<file path="src/rtl/load_store_unit_if.sv">
// Request/response and data-memory port bundle for load_store_unit.
// master = execute stage plus memory side, slave = the LSU itself.
interface load_store_unit_if #(
  parameter int DATA_WIDTH = 64,
  parameter int ADDR_WIDTH = 10
);
  // Handshake: a request transfers on a rising edge where req_valid & req_ready are both 1.
  // req_ready is high only while the unit is idle; done pulses for one cycle per request.
  logic                  req_valid;
  logic                  req_ready;
  logic                  we;
  logic [2:0]            funct3;
  logic [ADDR_WIDTH-1:0] addr;
  logic [DATA_WIDTH-1:0] wdata;
  logic [DATA_WIDTH-1:0] rdata;
  logic                  done;
  logic                  fault;
  logic [ADDR_WIDTH-1:0] mem_addr;
  logic                  mem_we;
  logic [DATA_WIDTH-1:0] mem_wdata;
  logic [DATA_WIDTH-1:0] mem_rdata;

  modport master (
    output req_valid, we, funct3, addr, wdata, mem_rdata,
    input  req_ready, rdata, done, fault, mem_addr, mem_we, mem_wdata
  );

  modport slave (
    input  req_valid, we, funct3, addr, wdata, mem_rdata,
    output req_ready, rdata, done, fault, mem_addr, mem_we, mem_wdata
  );
endinterface

</file>
<file path="src/rtl/load_store_unit.sv">
// Load/store formatter for a 64-bit word memory without byte enables; sub-word stores are read-modify-write.
// Optional macro LSU_ALIGN_CHECK_EN: fault misaligned H/W/D instead of clearing the low address bits.
module load_store_unit #(
  parameter int DATA_WIDTH = 64,
  parameter int ADDR_WIDTH = 10
) (
  input  logic               i_clk,
  input  logic               i_arst,
  load_store_unit_if.slave   bus,
  output logic [1:0]         state_dbg
);
  localparam int NB = DATA_WIDTH / 8;

  typedef enum logic [1:0] {IDLE, ACCESS, WRITE, RESP} state_t;

  state_t                state;
  logic [ADDR_WIDTH-1:0] addr_q;
  logic [2:0]            funct3_q;
  logic                  we_q;
  logic [DATA_WIDTH-1:0] wdata_q;
  logic                  fault_q;
  logic [DATA_WIDTH-1:0] merge_q;
  logic [DATA_WIDTH-1:0] rdata_q;

  logic [2:0]            low_mask;
  logic                  illegal_f3;
  logic                  misaligned;
  logic                  req_fault;
  logic [ADDR_WIDTH-1:0] acc_addr;

  always_comb begin
    low_mask   = 3'b000;
    illegal_f3 = bus.we ? bus.funct3[2] : (bus.funct3 == 3'b111);
    case (bus.funct3[1:0])
      2'b00:   low_mask = 3'b000;
      2'b01:   low_mask = 3'b001;
      2'b10:   low_mask = 3'b011;
      default: low_mask = 3'b111;
    endcase
`ifdef LSU_ALIGN_CHECK_EN
    misaligned = |(bus.addr[2:0] & low_mask);
    acc_addr   = bus.addr;
`else
    // Without the check, the access is pulled down to its natural boundary.
    misaligned = 1'b0;
    acc_addr   = bus.addr & ~{{(ADDR_WIDTH-3){1'b0}}, low_mask};
`endif
    req_fault  = illegal_f3 | misaligned;
  end

  logic [DATA_WIDTH-1:0] shifted;
  logic [DATA_WIDTH-1:0] load_val;

  always_comb begin
    shifted  = bus.mem_rdata >> {addr_q[2:0], 3'b000};
    load_val = '0;
    case (funct3_q)
      3'b000:  load_val = {{(DATA_WIDTH-8){shifted[7]}},   shifted[7:0]};
      3'b001:  load_val = {{(DATA_WIDTH-16){shifted[15]}}, shifted[15:0]};
      3'b010:  load_val = {{(DATA_WIDTH-32){shifted[31]}}, shifted[31:0]};
      3'b011:  load_val = shifted;
      3'b100:  load_val = {{(DATA_WIDTH-8){1'b0}},  shifted[7:0]};
      3'b101:  load_val = {{(DATA_WIDTH-16){1'b0}}, shifted[15:0]};
      3'b110:  load_val = {{(DATA_WIDTH-32){1'b0}}, shifted[31:0]};
      default: load_val = '0;
    endcase
  end

  logic [NB-1:0]         byte_base;
  logic [NB-1:0]         byte_mask;
  logic [DATA_WIDTH-1:0] wshift;
  logic [DATA_WIDTH-1:0] merged;

  // Byte lanes covered by the store take the shifted store data; the rest keep the word just read.
  always_comb begin
    byte_base = '0;
    case (funct3_q[1:0])
      2'b00:   byte_base = NB'(8'h01);
      2'b01:   byte_base = NB'(8'h03);
      2'b10:   byte_base = NB'(8'h0F);
      default: byte_base = NB'(8'hFF);
    endcase
    byte_mask = byte_base << addr_q[2:0];
    wshift    = wdata_q << {addr_q[2:0], 3'b000};
    merged    = '0;
    for (int i = 0; i < NB; i++) begin
      merged[8*i +: 8] = byte_mask[i] ? wshift[8*i +: 8] : bus.mem_rdata[8*i +: 8];
    end
  end

  logic is_sd;
  assign is_sd = we_q & (funct3_q == 3'b011);

  // Memory strobes decode straight from state so an async reset kills a pending write at once.
  assign bus.mem_we    = (state == WRITE) | ((state == ACCESS) & is_sd);
  assign bus.mem_wdata = (state == WRITE) ? merge_q :
                         ((state == ACCESS) & is_sd) ? wdata_q : '0;
  assign bus.mem_addr  = {addr_q[ADDR_WIDTH-1:3], 3'b000};
  assign bus.req_ready = (state == IDLE);
  assign bus.done      = (state == RESP);
  assign bus.fault     = (state == RESP) & fault_q;
  assign bus.rdata     = rdata_q;
  assign state_dbg     = state;

  always_ff @(posedge i_clk or posedge i_arst) begin
    if (i_arst) begin
      state    <= IDLE;
      addr_q   <= '0;
      funct3_q <= '0;
      we_q     <= 1'b0;
      wdata_q  <= '0;
      fault_q  <= 1'b0;
      merge_q  <= '0;
      rdata_q  <= '0;
    end else begin
      case (state)
        IDLE: begin
          if (bus.req_valid) begin
            addr_q   <= acc_addr;
            funct3_q <= bus.funct3;
            we_q     <= bus.we;
            wdata_q  <= bus.wdata;
            fault_q  <= req_fault;
            rdata_q  <= '0;
            state    <= req_fault ? RESP : ACCESS;
          end
        end
        ACCESS: begin
          if (!we_q) begin
            rdata_q <= load_val;
            state   <= RESP;
          end else if (is_sd) begin
            state   <= RESP;
          end else begin
            merge_q <= merged;
            state   <= WRITE;
          end
        end
        WRITE:   state <= RESP;
        RESP:    state <= IDLE;
        default: state <= IDLE;
      endcase
    end
  end
endmodule

</file>
<file path="src/flat_wrapper.sv">
// flat-port wrapper written by rule: the top's interface ports become plain ports
module load_store_unit_flat 
#(
  parameter int DATA_WIDTH = 64,
  parameter int ADDR_WIDTH = 10
)
  (i_clk, i_arst, state_dbg, bus_req_valid, bus_we, bus_funct3, bus_addr, bus_wdata, bus_mem_rdata, bus_req_ready, bus_rdata, bus_done, bus_fault, bus_mem_addr, bus_mem_we, bus_mem_wdata);
  load_store_unit_if #(.DATA_WIDTH(DATA_WIDTH), .ADDR_WIDTH(ADDR_WIDTH)) bus_i ();
  input  logic i_clk;
  input  logic i_arst;
  output logic [1:0] state_dbg;
  input wire logic [$bits(bus_i.req_valid)-1:0] bus_req_valid;
  input wire logic [$bits(bus_i.we)-1:0] bus_we;
  input wire logic [$bits(bus_i.funct3)-1:0] bus_funct3;
  input wire logic [$bits(bus_i.addr)-1:0] bus_addr;
  input wire logic [$bits(bus_i.wdata)-1:0] bus_wdata;
  input wire logic [$bits(bus_i.mem_rdata)-1:0] bus_mem_rdata;
  output wire logic [$bits(bus_i.req_ready)-1:0] bus_req_ready;
  output wire logic [$bits(bus_i.rdata)-1:0] bus_rdata;
  output wire logic [$bits(bus_i.done)-1:0] bus_done;
  output wire logic [$bits(bus_i.fault)-1:0] bus_fault;
  output wire logic [$bits(bus_i.mem_addr)-1:0] bus_mem_addr;
  output wire logic [$bits(bus_i.mem_we)-1:0] bus_mem_we;
  output wire logic [$bits(bus_i.mem_wdata)-1:0] bus_mem_wdata;
  assign bus_i.req_valid = bus_req_valid;
  assign bus_i.we = bus_we;
  assign bus_i.funct3 = bus_funct3;
  assign bus_i.addr = bus_addr;
  assign bus_i.wdata = bus_wdata;
  assign bus_i.mem_rdata = bus_mem_rdata;
  assign bus_req_ready = bus_i.req_ready;
  assign bus_rdata = bus_i.rdata;
  assign bus_done = bus_i.done;
  assign bus_fault = bus_i.fault;
  assign bus_mem_addr = bus_i.mem_addr;
  assign bus_mem_we = bus_i.mem_we;
  assign bus_mem_wdata = bus_i.mem_wdata;
  load_store_unit #(.DATA_WIDTH(DATA_WIDTH), .ADDR_WIDTH(ADDR_WIDTH)) u_core (.i_clk(i_clk), .i_arst(i_arst), .bus(bus_i), .state_dbg(state_dbg));
endmodule
</file>
<file path="config.mk">
export PLATFORM = sky130hd
export DESIGN_NAME = load_store_unit_flat
export DESIGN_NICKNAME = d
export VERILOG_FILES = /design/src/rtl/load_store_unit_if.sv /design/src/rtl/load_store_unit.sv /design/src/flat_wrapper.sv
export SDC_FILE = /design/constraint.sdc
export NUM_CORES = 1
export LEC_CHECK = 0
export ABC_AREA = 1
export CAP_MARGIN = 20
export CORE_UTILIZATION = 40
export CTS_CLUSTER_DIAMETER = 40
export CTS_CLUSTER_SIZE = 28
export DETAILED_ROUTE_END_ITERATION = 10
export PLACE_DENSITY = 0.67
export SYNTH_ARGS = -nofsm -noshare
export SYNTH_HDL_FRONTEND = slang
export SYNTH_SLANG_ARGS = --single-unit
</file>
<file path="constraint.sdc">
create_clock -name i_clk -period 13.8 [get_ports i_clk]
set_input_delay 3.45 -clock i_clk [delete_from_list [all_inputs] [get_ports i_clk]]
set_output_delay 3.45 -clock i_clk [all_outputs]
set_load 0.01 [all_outputs]
</file>
Word level (Yosys, flattened, before mapping):

Cells that the tools add are included.

* input bits: 145
* word-level logic and storage cells: 64
* register bits: 209

* bitwise operators: 7
* multiplexer cells: 22
* shift operators: 3
* equality and inequality tests: 16
* reduce and logical (&&, ||, !) cells: 8

Operators with widths (number)
* $pmux 64 s7: 1
* $mux 64: 4
* $pmux 64 s2: 1
* $mux 8: 8
* $shl 64x6->64: 1
* $shr 64x6->64: 1
* $pmux 8 s3: 1
* $eq 3x3->1 const B: 4
* $and 10x10->10: 1
* $not 3->10: 1
* $pmux 3 s3: 1
* $eq 2x2->1 const B: 4
* $pmux 2 s4: 1
* $shl 8x3->8: 1
* $eq 2x1->1 const B: 3
* $eq 3x2->1 const B: 2
* $logic_not 2->1: 3
* $mux 2: 3
* $reduce_and 3->1: 2
* $ne 2x2->1 const B: 2
* $and 1x1->1: 3
* $eq 3x1->1 const B: 1
* $logic_not 3->1: 1
* $mux 1: 2
* 4 further kinds: 4

Longest topological paths before layout:

Gate-level depths: netlist of run 1.

* depth in word-level cells: 5
* gate-level depth with buffers: 13
* gate-level depth less buffers: 11

Least setup slack after synthesis of run 1:

OpenSTA, ideal clock, no wires.

* kind: register to output
* start: register u_core.state[0] (netlist: u_core.state_dbg[0])
* end: output bus_mem_wdata[11]
* arrival time: 1708 ps
* required time: 10350 ps
* stages on the path, launching flop included: 8
* path slack: 8642 ps
* cells stage by stage: dfrtp_1 -> inv_1 -> ha_1 -> inv_1 -> clkbuf_1 -> clkbuf_1 -> nand2_1 -> o21ai_0

* longest elaborated chain between the ends: 4
* elaborated cells on any way between the ends: 5
* classes of those cells: 2 x eq/ne; 2 x mux; 1 x bitwise

Ends and longest elaborated chain
* from (decl): line load_store_unit.sv:16 `state_t state;`
* from (signal assigned): line load_store_unit.sv:125 `state <= req_fault ? RESP : ACCESS;`
* $eq 2x1->1: line load_store_unit.sv:97 `((state == ACCESS) & is_sd) ? wdata_q : '0;`
* $and 1x1->1: line load_store_unit.sv:97
* $mux 64: line load_store_unit.sv:97
* $mux 64 *: line load_store_unit.sv:96 `assign bus.mem_wdata = (state == WRITE) ? merge_q :`
* to (decl): line flat_wrapper.sv:24 `output wire logic [$bits(bus_i.mem_wdata)-1:0] bus_mem_wdata;`

Every way passes the cells marked *; elsewhere a longest branch is shown, timed or not.

Worst setup path in the final report of run 1:

* start: register u_core.state[0] (netlist: u_core.state_dbg[0])
* end: output bus_mem_wdata[39]

Same word-level chain as after synthesis.

==> metrics.txt, run 1 <==
vias in the first global route=13800; class of the most critical hold timing path=reg -> reg; clock transition at the register clock pins on the worst setup and hold paths after CTS=about 0.05 ns; CTS tree=yes; Max IR drop VDD=around 0.00011 V; total via count in the routed design=~14000; run status=complete, no violations; required time of the worst setup path=between 10 and 15 ns; pre-CTS setup slack=about 7.3 ns; post-cts repair resize count=0; post-layout min period=6.90 ns; total of fill cells in the finished design=approximately 3300; detail-routed net length per standard cell=20.8 um; final antenna-violating net count=0; synthesized area=roughly 13000 um2; per-instance average area after synthesis=~6.6 um2; post-route cell area=17400 um2; number of H-tree levels=2; total count of hold-check failures in the final report=0; worst hold slack after final layout=between 0.4 and 0.5 ns; Synth Flop Type=sky130_fd_sc_hd__dfrtp_1; Clk Tree Root Cell=sky130_fd_sc_hd__clkbuf_16; most common cell after layout, fill and taps aside=sky130_fd_sc_hd__nand2_1; critical path launch point type=register; count of final max-slew check failures=0; DR DRC count=0; detailed-router iteration count before antenna repair=6; width of the die=between 150 and 200 um; skew final=0.0121 ns; number of non-filler instances in the completed layout=between 2000 and 3000; layout overhead on the synthesized area=30.4%; setup repair after global routing missed its margin=no; global router's overall resource usage=between 30% and 40%; Post-synth ARST share=between 90% and 100%; library cells used by synthesis=39; first-pass GRT wire length=approximately 83000 um; number of buffers created by CTS=36; residual overflow from global routing=0; area post-placement=16100 um2; vias per inst=between 5 and 6; floorplan core area=between 30000 and 40000 um2; first-iteration detailed-routing DRC count=1680; number of sinks on the clock net=between 200 and 250; number of antenna violations at the first check in global routing=9; worst slew pin tran=around 1.0 ns; data arrival time of the worst path=roughly 3.5 ns; number of flops mapped to enable cells by yosys=0; weighted congestion at the end of routability-driven global placement=slightly below 1; total die area=about 34000 um2; total detailed-routing wirelength=roughly 56000 um; number of buffers added for setup after CTS=0; cell taking the most area after synthesis=sky130_fd_sc_hd__dfrtp_1; endpoint kind of the worst setup timing path=output pin; Setup TNS=0 ns; area fraction of the dominant cell type after synthesis=between 30% and 40%; initial core utilization=approximately 40%; Longest Clk Path Bufs=3; post-layout worst setup margin=6.90 ns; port bufs=between 200 and 300; power per unit of standard cell area=262 nW/um2; Final period util=between 50% and 60%; Ports=roughly 290; total chip power=about 4.6 mW; Core Rows=66; part of the Yosys area used for sequential elements=around two fifths; largest cells by area after synthesis=sky130_fd_sc_hd__dfrtp_1 39%, sky130_fd_sc_hd__nand2_1 26%, sky130_fd_sc_hd__o21ai_0 6.9%; number of hold buffers added after CTS=0; pin count of the biggest net entering global routing=95; post-synthesis sequential element count=approximately 210; total of endpoints with negative setup slack in the final report=0; clock latency at the later pin of the worst-skew pair=around 0.51 ns; YS warnings=0; die span in y=between 150 and 200 um; number of instances in the placed design=approximately 2600; f_max=~140 MHz; hpwl dp=slightly above 40000 um; Post-Route Utilization=53.3%; fin nets=approximately 2400; kind of critical path=reg -> out; fraction of final layout cells sized beyond drive strength 1=between 5 and 6%; relative slew slack=between 30% and 40%; leakage=just over 8 nW; highest-count cells in the layout ignoring fill and taps=904 x sky130_fd_sc_hd__nand2_1, 285 x sky130_fd_sc_hd__clkdlybuf4s50_1, 207 x sky130_fd_sc_hd__dfrtp_1, 185 x sky130_fd_sc_hd__o21ai_0, 102 x sky130_fd_sc_hd__nand3_1; instance count of the mapped netlist=roughly 2000; number of maximum-capacitance constraint violations=0; largest fanout on the critical path=65
## path summary, 6_finish.rpt
check                                startpoint                    to  slack, ns  depth (start not counted)
max                         u_core.state_dbg[0]     bus_mem_wdata[39]       6.90                          8
max in group asynchronous                i_arst      u_core.addr_q[0]       8.97                          3
max reg2reg                    u_core.addr_q[0]  u_core.bus.rdata[24]       9.85                         12
min in group asynchronous                i_arst      u_core.addr_q[8]       3.38                          2
min reg2reg                u_core.bus.rdata[30]  u_core.bus.rdata[30]       0.48                          2
min                        u_core.bus.rdata[30]  u_core.bus.rdata[30]       0.48                          2
## cell families (layout without fill, tap and decap cells)
family                   count (synthesis)  after routing  synth area share, %
multiplexers                             4              4                0.300
buffers and inverters                  232            444                 8.23
other                                    1             12               0.0281
AND/OR/NAND/NOR                       1165           1165                 35.3
flip-flops                             209            209                 39.2
AO/OA/AOI/OAI                          401            401                 16.6
adder cells (fa/ha/maj)                  4              4                0.376
## layout make-up
class                      instances  area (um2)  area share [%]
clock inverter                    22         302            1.74
multi-input combinational       1577        7020            40.4
timing repair buffer             302        2990            17.2
inverter                          78         307            1.76
tap                              442         553            3.18
sequential                       209        5240            30.1
antenna                            9        22.5           0.130
clock buffer                      42         943            5.43
## synth_stat cells (4+ instances only)
library cell and count:
sky130_fd_sc_hd__nand2_1 906, sky130_fd_sc_hd__dfrtp_1 209, sky130_fd_sc_hd__o21ai_0 185, sky130_fd_sc_hd__nand3_1 103
sky130_fd_sc_hd__nor2_1 93, sky130_fd_sc_hd__o21ai_1 91, sky130_fd_sc_hd__clkbuf_1 74, sky130_fd_sc_hd__inv_1 72
sky130_fd_sc_hd__a21oi_1 59, sky130_fd_sc_hd__buf_2 40, sky130_fd_sc_hd__nand4_1 33, sky130_fd_sc_hd__o211ai_1 33
sky130_fd_sc_hd__buf_4 22, sky130_fd_sc_hd__a31oi_1 14, sky130_fd_sc_hd__buf_6 12, sky130_fd_sc_hd__or2_2 9
sky130_fd_sc_hd__nand2_2 7, sky130_fd_sc_hd__buf_1 6, sky130_fd_sc_hd__inv_2 5, sky130_fd_sc_hd__o21ai_2 5
sky130_fd_sc_hd__a22oi_2 4, sky130_fd_sc_hd__ha_1 4, sky130_fd_sc_hd__mux2i_1 4, sky130_fd_sc_hd__nor2_2 4
## power by group
part | switching, mW | total (mW) | internal (mW)
Sequential | 0.268 | 1.15 | 0.879
Combinational | 1.62 | 2.47 | 0.854
Clock | 0.325 | 0.932 | 0.606
Total | 2.21 | 4.55 | 2.34
## state kept, by name, indices dropped and copies added, names as in the netlist
| register | count |
|---|---|
| u_core.wdata_q | 64 |
| u_core.funct3_q | 3 |
| u_core.we_q | 1 |
| u_core.state_dbg | 2 |
| u_core.fault_q | 1 |
| u_core.addr_q | 10 |
| u_core.merge_q | 64 |
| u_core.bus.rdata | 64 |
## worst max-delay path, cell delays in order, from the launching register on
cell,delay [ns]
sky130_fd_sc_hd__dfrtp_1,0.44
sky130_fd_sc_hd__inv_1,0.13
sky130_fd_sc_hd__ha_2,0.17
sky130_fd_sc_hd__buf_4,0.57
sky130_fd_sc_hd__inv_2,0.50
sky130_fd_sc_hd__buf_12,0.31
sky130_fd_sc_hd__nand2_1,0.08
sky130_fd_sc_hd__o21ai_0,0.10
sky130_fd_sc_hd__clkdlybuf4s50_1,0.51
## per-layer routing
| metal | up-vias | wire [um] | GRT usage, % |
|---|---|---|---|
| met5 | - | 0 | 0 |
| met4 | 0 | 2200 | 14.1 |
| met3 | 113 | 4580 | 5.65 |
| met2 | 677 | 24800 | 50.9 |
| met1 | 6793 | 24000 | 44.7 |
| li1 | 6913 | - | - |
Note: power is estimated with default switching activity, not from simulation.
==> inputs of run 2 (changes only) <==
clock period = 7.02 ns   (was 13.8 ns; I/O delays follow)
==> run 2 against run 1 <==
Cell area is essentially flat. Register-to-register slack worse by 6.9 ns. Wire length about the same. Critical endpoint is now bus_mem_wdata[45]. Largest cell class unchanged. Largest power group unchanged. Highest routed layer unchanged.
==> metrics.txt, run 2 (synthesis results as in run 1) <==
run status=complete, no violations (unchanged); GR peak layer=met2 (unchanged); post-layout worst setup margin=1.80 ns (was 6.90 ns); highest-count cells in the layout ignoring fill and taps=904 x sky130_fd_sc_hd__nand2_1, 285 x sky130_fd_sc_hd__clkdlybuf4s50_1, 207 x sky130_fd_sc_hd__dfrtp_1, 185 x sky130_fd_sc_hd__o21ai_0, 102 x sky130_fd_sc_hd__nand3_1 (unchanged); number of buffers added for setup after CTS=0 (unchanged); power per unit of standard cell area=512 nW/um2 (was 262 nW/um2); total chip power=8.90 mW (was 4.55 mW); Clk Tree Root Cell=sky130_fd_sc_hd__clkbuf_16 (unchanged); floorplan core area=32600 um2 (unchanged); residual overflow from global routing=0 (unchanged); weighted congestion at the end of routability-driven global placement=0.971 (was 0.979); met3 track demand over resource=4.47% (was 5.65%); clock transition at the register clock pins on the worst setup and hold paths after CTS=0.06 ns (was 0.05 ns); post-cts repair resize count=0 (unchanged); class of the most critical hold timing path=reg -> reg (unchanged); die span in y=185 um (unchanged); first-pass GRT wire length=83700 um (was 83200 um); met2 Resource Use GR=51.6% (was 50.9%); largest fanout on the critical path=65 (unchanged); post-layout min period=around 5.2 ns; skew final=0.0169 ns (was 0.0121 ns); Ports=289 (unchanged); kind of critical path=reg -> out (unchanged); vias per inst=5.47 (was 5.41); required time of the worst setup path=5.27 ns (was 10.35 ns); number of antenna violations at the first check in global routing=6 (was 9); setup repair after global routing missed its margin=no (unchanged); total of fill cells in the finished design=3299 (was 3319); fraction of final layout cells sized beyond drive strength 1=6.05% (was 5.92%); CTS tree=yes (unchanged); global router's overall resource usage=32.7% (was 32.8%); total die area=34000 um2 (unchanged); number of hold buffers added after CTS=0 (unchanged); detailed-router iteration count before antenna repair=6 (unchanged); DR DRC count=0 (unchanged); total via count in the routed design=14700 (was 14500); number of maximum-capacitance constraint violations=0 (unchanged); Setup TNS=0 ns (unchanged); pre-CTS setup slack=2.24 ns (was 7.33 ns); data arrival time of the worst path=3.47 ns (was 3.45 ns); port bufs=285 (unchanged); total of endpoints with negative setup slack in the final report=0 (unchanged); number of sinks on the clock net=209 (unchanged); f_max=191 MHz; Final period util=~74%; Core Rows=66 (unchanged); fin nets=2354 (was 2353); global-route met1 utilization=45.1% (was 44.7%); initial core utilization=40.9% (unchanged); leakage=8.18 nW (about the same); total detailed-routing wirelength=55600 um (about the same); total count of hold-check failures in the final report=0 (unchanged); vias in the first global route=13800 (about the same); hpwl dp=40900 um (about the same); Longest Clk Path Bufs=3 (unchanged); width of the die=185 um (unchanged); detail-routed net length per standard cell=20.8 um (about the same); number of H-tree levels=2 (unchanged); count of final max-slew check failures=0 (unchanged); pin count of the biggest net entering global routing=126 (was 95); layout overhead on the synthesized area=30.5% (was 30.4%); worst slew pin tran=1.00 ns (was 1.05 ns); Max IR drop VDD=0.000282 V (was 0.000114 V); relative slew slack=33.3% (was 30.2%); endpoint kind of the worst setup timing path=output pin (unchanged); first-iteration detailed-routing DRC count=1626 (was 1680); critical path launch point type=register (unchanged); most common cell after layout, fill and taps aside=sky130_fd_sc_hd__nand2_1 (unchanged); final antenna-violating net count=0 (unchanged); number of buffers created by CTS=36 (unchanged); clock latency at the later pin of the worst-skew pair=0.52 ns (was 0.51 ns)
## run 2: cell count changes in the layout (fill, tap and decap cells not counted)
| cell | delta |
|---|---|
| sky130_fd_sc_hd__clkinv_8 | +1 |
| sky130_fd_sc_hd__inv_8 | +2 |
| sky130_fd_sc_hd__diode_2 | -2 |
| sky130_fd_sc_hd__buf_12 | +1 |
| sky130_fd_sc_hd__bufinv_16 | -4 |
| sky130_fd_sc_hd__clkinv_4 | +4 |
| sky130_fd_sc_hd__clkbuf_8 | +2 |
| sky130_fd_sc_hd__inv_6 | +2 |
| sky130_fd_sc_hd__clkinv_2 | -6 |
| sky130_fd_sc_hd__clkbuf_1 | -1 |
| sky130_fd_sc_hd__clkbuf_16 | +1 |
## run 2: stage by stage
step                      cells  hold WS (ns)  cell area (um2)  utilization [%]
final                      2681         0.475            17400             53.3
after global routing       2678         0.492            17400             53.3
after CTS                  2673         0.482            17300             53.2
after detailed placement   2608         0.465            16100             49.4
after global placement     2608         0.464            16100             49.4
after floorplan            2018         0.449            13300                -
## run 2: final timing paths
check | to | start | depth (start not counted) | slack (ns)
hold reg to reg | u_core.bus.rdata[33] | u_core.bus.rdata[33] | 2 | 0.47
setup reg to reg | u_core.bus.rdata[24] | u_core.addr_q[1] | 11 | 2.96
hold / removal | u_core.bus.rdata[33] | u_core.bus.rdata[33] | 2 | 0.47
min in group asynchronous | u_core.merge_q[9] | i_arst | 2 | 1.63
max in group asynchronous | u_core.bus.rdata[45] | i_arst | 3 | 4.17
setup / recovery | bus_mem_wdata[45] | u_core.state_dbg[0] | 8 | 1.80
## run 2: routing by layer
| layer | vias to the layer above | wire length [um] |
|---|---|---|
| met4 | 0 | 2180 |
| met3 | 121 | 3900 |
| met1 | 6959 | 24300 |
| li1 | 6926 | - |
| met2 | 663 | 25300 |
| met5 | - | 0 |
## run 2: report_power, final
| part | switching (mW) | internal [mW] | total, mW |
|---|---|---|---|
| Sequential | 0.527 | 1.73 | 2.25 |
| Combinational | 3.17 | 1.68 | 4.86 |
| Clock | 0.683 | 1.11 | 1.79 |
## run 2: cell type report
class | count | area (um2) | share of cell area, %
antenna | 7 | 17.5 | 0.101
inverter | 78 | 303 | 1.74
multi-input combinational | 1577 | 7020 | 40.4
clock buffer | 44 | 992 | 5.71
timing repair buffer | 303 | 3010 | 17.3
sequential | 209 | 5240 | 30.1
tap | 442 | 553 | 3.18
clock inverter | 21 | 246 | 1.42
## run 2: critical path, cell delays in order (launching register included)
cell and delay (ns):
sky130_fd_sc_hd__dfrtp_1 0.44, sky130_fd_sc_hd__inv_1 0.13, sky130_fd_sc_hd__ha_2 0.17, sky130_fd_sc_hd__buf_4 0.59, sky130_fd_sc_hd__inv_2 0.49, sky130_fd_sc_hd__buf_12 0.31, sky130_fd_sc_hd__nand2_1 0.07, sky130_fd_sc_hd__o21ai_0 0.11
sky130_fd_sc_hd__clkdlybuf4s50_1 0.52
==> inputs of run 3 (changes only) <==
clock period = 5.5 ns   (was 7.02 ns; I/O delays follow)
==> run 3 against run 2 <==
Largest cell class unchanged. Critical endpoint is now bus_mem_wdata[12]. Largest power group unchanged. Worst setup slack got worse by 0.65 ns. Global-route usage rose by 0.094 points. Clock-buffer cell count did not move. Cell area rose by 0.97%. First-iteration DRC count fell by 1.9%. Utilization rose by 0.52 points. Clock power rose by 40%. Final cell count rose by 0.26%.
==> metrics.txt, run 3 (synthesis results as in run 1) <==
area occupied by registers=5240 um2 (unchanged); area of the multi-input gates=7020 um2 (unchanged); largest fanout on the critical path=29 (was 65); fraction of final layout cells sized beyond drive strength 1=6.55% (was 6.05%); total die area=34000 um2 (unchanged); total detailed-routing wirelength=55000 um (was 55600 um); power per unit of standard cell area=659 nW/um2 (was 512 nW/um2); total via count in the routed design=14600 (was 14700); Longest Clk Path Bufs=3 (unchanged); Max IR drop VDD=0.000320 V (was 0.000282 V); highest-count cells in the layout ignoring fill and taps=904 x sky130_fd_sc_hd__nand2_1, 285 x sky130_fd_sc_hd__clkdlybuf4s50_1, 207 x sky130_fd_sc_hd__dfrtp_1, 185 x sky130_fd_sc_hd__o21ai_0, 102 x sky130_fd_sc_hd__nand3_1 (unchanged); number of hold buffers added after CTS=0 (unchanged); detail-routed net length per standard cell=20.5 um (was 20.8 um); Setup TNS=0 ns (unchanged); vias in the first global route=14000 (was 13800); width of the die=185 um (unchanged); post-cts repair resize count=0 (unchanged); layout overhead on the synthesized area=31.7% (was 30.5%); Clk Tree Root Cell=sky130_fd_sc_hd__clkbuf_16 (unchanged); required time of the worst setup path=4.12 ns (was 5.27 ns); first-pass GRT wire length=84200 um (was 83700 um); Core Rows=66 (unchanged); weighted congestion at the end of routability-driven global placement=0.964 (was 0.971); die span in y=185 um (unchanged); initial core utilization=40.9% (unchanged); run status=complete, no violations (unchanged); leakage=8.25 nW (was 8.18 nW); Ports=289 (unchanged); delay of the slowest cell on the worst path=0.60 ns (was 0.59 ns); number of sinks on the clock net=209 (unchanged); critical path launch point type=register (unchanged); DR DRC count=0 (unchanged); relative slew slack=29.2% (was 33.3%); clock transition at the register clock pins on the worst setup and hold paths after CTS=0.05 ns (was 0.06 ns); detailed-router iteration count before antenna repair=6 (unchanged); most common cell after layout, fill and taps aside=sky130_fd_sc_hd__nand2_1 (unchanged); CTS tree=yes (unchanged); total of fill cells in the finished design=3285 (was 3299); worst hold slack after final layout=0.475 ns (about the same); final antenna-violating net count=0 (unchanged); clock latency at the later pin of the worst-skew pair=0.54 ns (was 0.52 ns); pin count of the biggest net entering global routing=118 (was 126); endpoint kind of the worst setup timing path=output pin (unchanged); vias per inst=5.44 (was 5.47); fin nets=2361 (was 2354); Final period util=between 70% and 80%; number of maximum-capacitance constraint violations=0 (unchanged); class of the most critical hold timing path=reg -> reg (unchanged); number of buffers created by CTS=39 (was 36); port bufs=285 (unchanged); skew final=0.0171 ns (was 0.0169 ns); ordered cell list for the critical path=inv_1 > ha_2 > inv_2 > buf_4 > nand2_1 > o21ai_0 > clkdlybuf4s50_1 (was inv_1 > ha_2 > buf_4 > inv_2 > buf_12 > nand2_1 > o21ai_0 > clkdlybuf4s50_1); post-layout min period=between 4 and 5 ns; total of endpoints with negative setup slack in the final report=0 (unchanged); worst slew pin tran=1.06 ns (was 1.00 ns); number of antenna violations at the first check in global routing=3 (was 6); residual overflow from global routing=0 (unchanged); setup repair after global routing missed its margin=no (unchanged); first-iteration detailed-routing DRC count=1595 (was 1626); global router's overall resource usage=32.8% (was 32.7%); count of final max-slew check failures=0 (unchanged); hpwl dp=40800 um (was 40900 um); number of buffers added for setup after CTS=0 (unchanged); kind of critical path=reg -> out (unchanged); data arrival time of the worst path=2.98 ns (was 3.47 ns); f_max=around 230 MHz; total count of hold-check failures in the final report=0 (unchanged); highest-delay cell along the critical path=sky130_fd_sc_hd__clkdlybuf4s50_1 (was sky130_fd_sc_hd__buf_4); number of H-tree levels=2 (unchanged); floorplan core area=32600 um2 (unchanged)
-- run 3: cell count changes in the layout (fill, tap and decap cells not counted), moves of 3 or more --
cell	before	now
sky130_fd_sc_hd__clkinv_4	5	2
sky130_fd_sc_hd__diode_2	7	3
sky130_fd_sc_hd__inv_8	3	6
sky130_fd_sc_hd__clkinvlp_4	3	8
sky130_fd_sc_hd__clkbuf_16	37	40
sky130_fd_sc_hd__inv_6	7	4
sky130_fd_sc_hd__buf_4	16	20
-- run 3: layout make-up --
cell class / instances / share of cell area (%)
clock inverters: 28 / 2.00
inverters: 78 / 1.72
multi-input cells: 1577 / 40.0
well taps: 442 / 3.15
flip-flops and latches: 209 / 29.8
clock buffers: 44 / 5.90
repair buffers: 307 / 17.3
diodes: 3 / 0.0428
-- run 3: path summary, 6_finish.rpt --
check	startpoint	endpoint	slack, ns	cells after the start
worst min-delay path	u_core.bus.rdata[23]	u_core.bus.rdata[23]	0.47	2
worst max register to register	u_core.addr_q[0]	u_core.merge_q[5]	2.18	7
min in group asynchronous	i_arst	u_core.addr_q[7]	1.31	3
worst max-delay path	u_core.state_dbg[0]	bus_mem_wdata[12]	1.15	7
max in group asynchronous	i_arst	u_core.addr_q[0]	3.42	3
worst min register to register	u_core.bus.rdata[23]	u_core.bus.rdata[23]	0.47	2
-- run 3: per-stage QoR --
| step | setup WS, ns | utilization (%) | total power [mW] | cell area [um2] | cells |
|---|---|---|---|---|---|
| 2_1_floorplan | 1.41 | - | 6.68 | 13300 | 2018 |
| 4_1_cts | 1.17 | 53.8 | 11.5 | 17500 | 2685 |
| 5_1_grt | 0.974 | 53.8 | 12.4 | 17600 | 2688 |
| 3_3_place_gp | 1.82 | 49.5 | 8.92 | 16200 | 2613 |
| 3_5_place_dp | 1.71 | 49.5 | 8.97 | 16200 | 2613 |
| 6_report | 1.15 | 53.8 | 11.6 | 17600 | 2688 |
-- run 3: critical path: cells and delay by family (launching register included) --
kind	cells	cell delay [ns]
AO/OA/AOI/OAI	1	0.22
adder cells (fa/ha/maj)	1	0.21
buffers and inverters	4	1.47
flip-flops	1	0.42
AND/OR/NAND/NOR	1	0.08
-- run 3: metal layers --
metal | global-route usage (%) | vias up | wire (um) | share of wire, %
li1 | - | 6935 | - | -
met3 | 4.09 | 105 | 3670 | 6.7
met1 | 45.8 | 7004 | 24500 | 44
met2 | 51.8 | 591 | 25000 | 45
met5 | 0 | - | 0 | 0
met4 | 12.4 | 0 | 1930 | 3.5
-- run 3: power by group --
part,switching (mW),internal (mW),total [mW],leakage (nW)
clock network,0.924,1.59,2.51,0.658
logic,4.03,2.15,6.19,4.98
registers,0.668,2.21,2.87,2.62
total,5.63,5.95,11.6,8.25
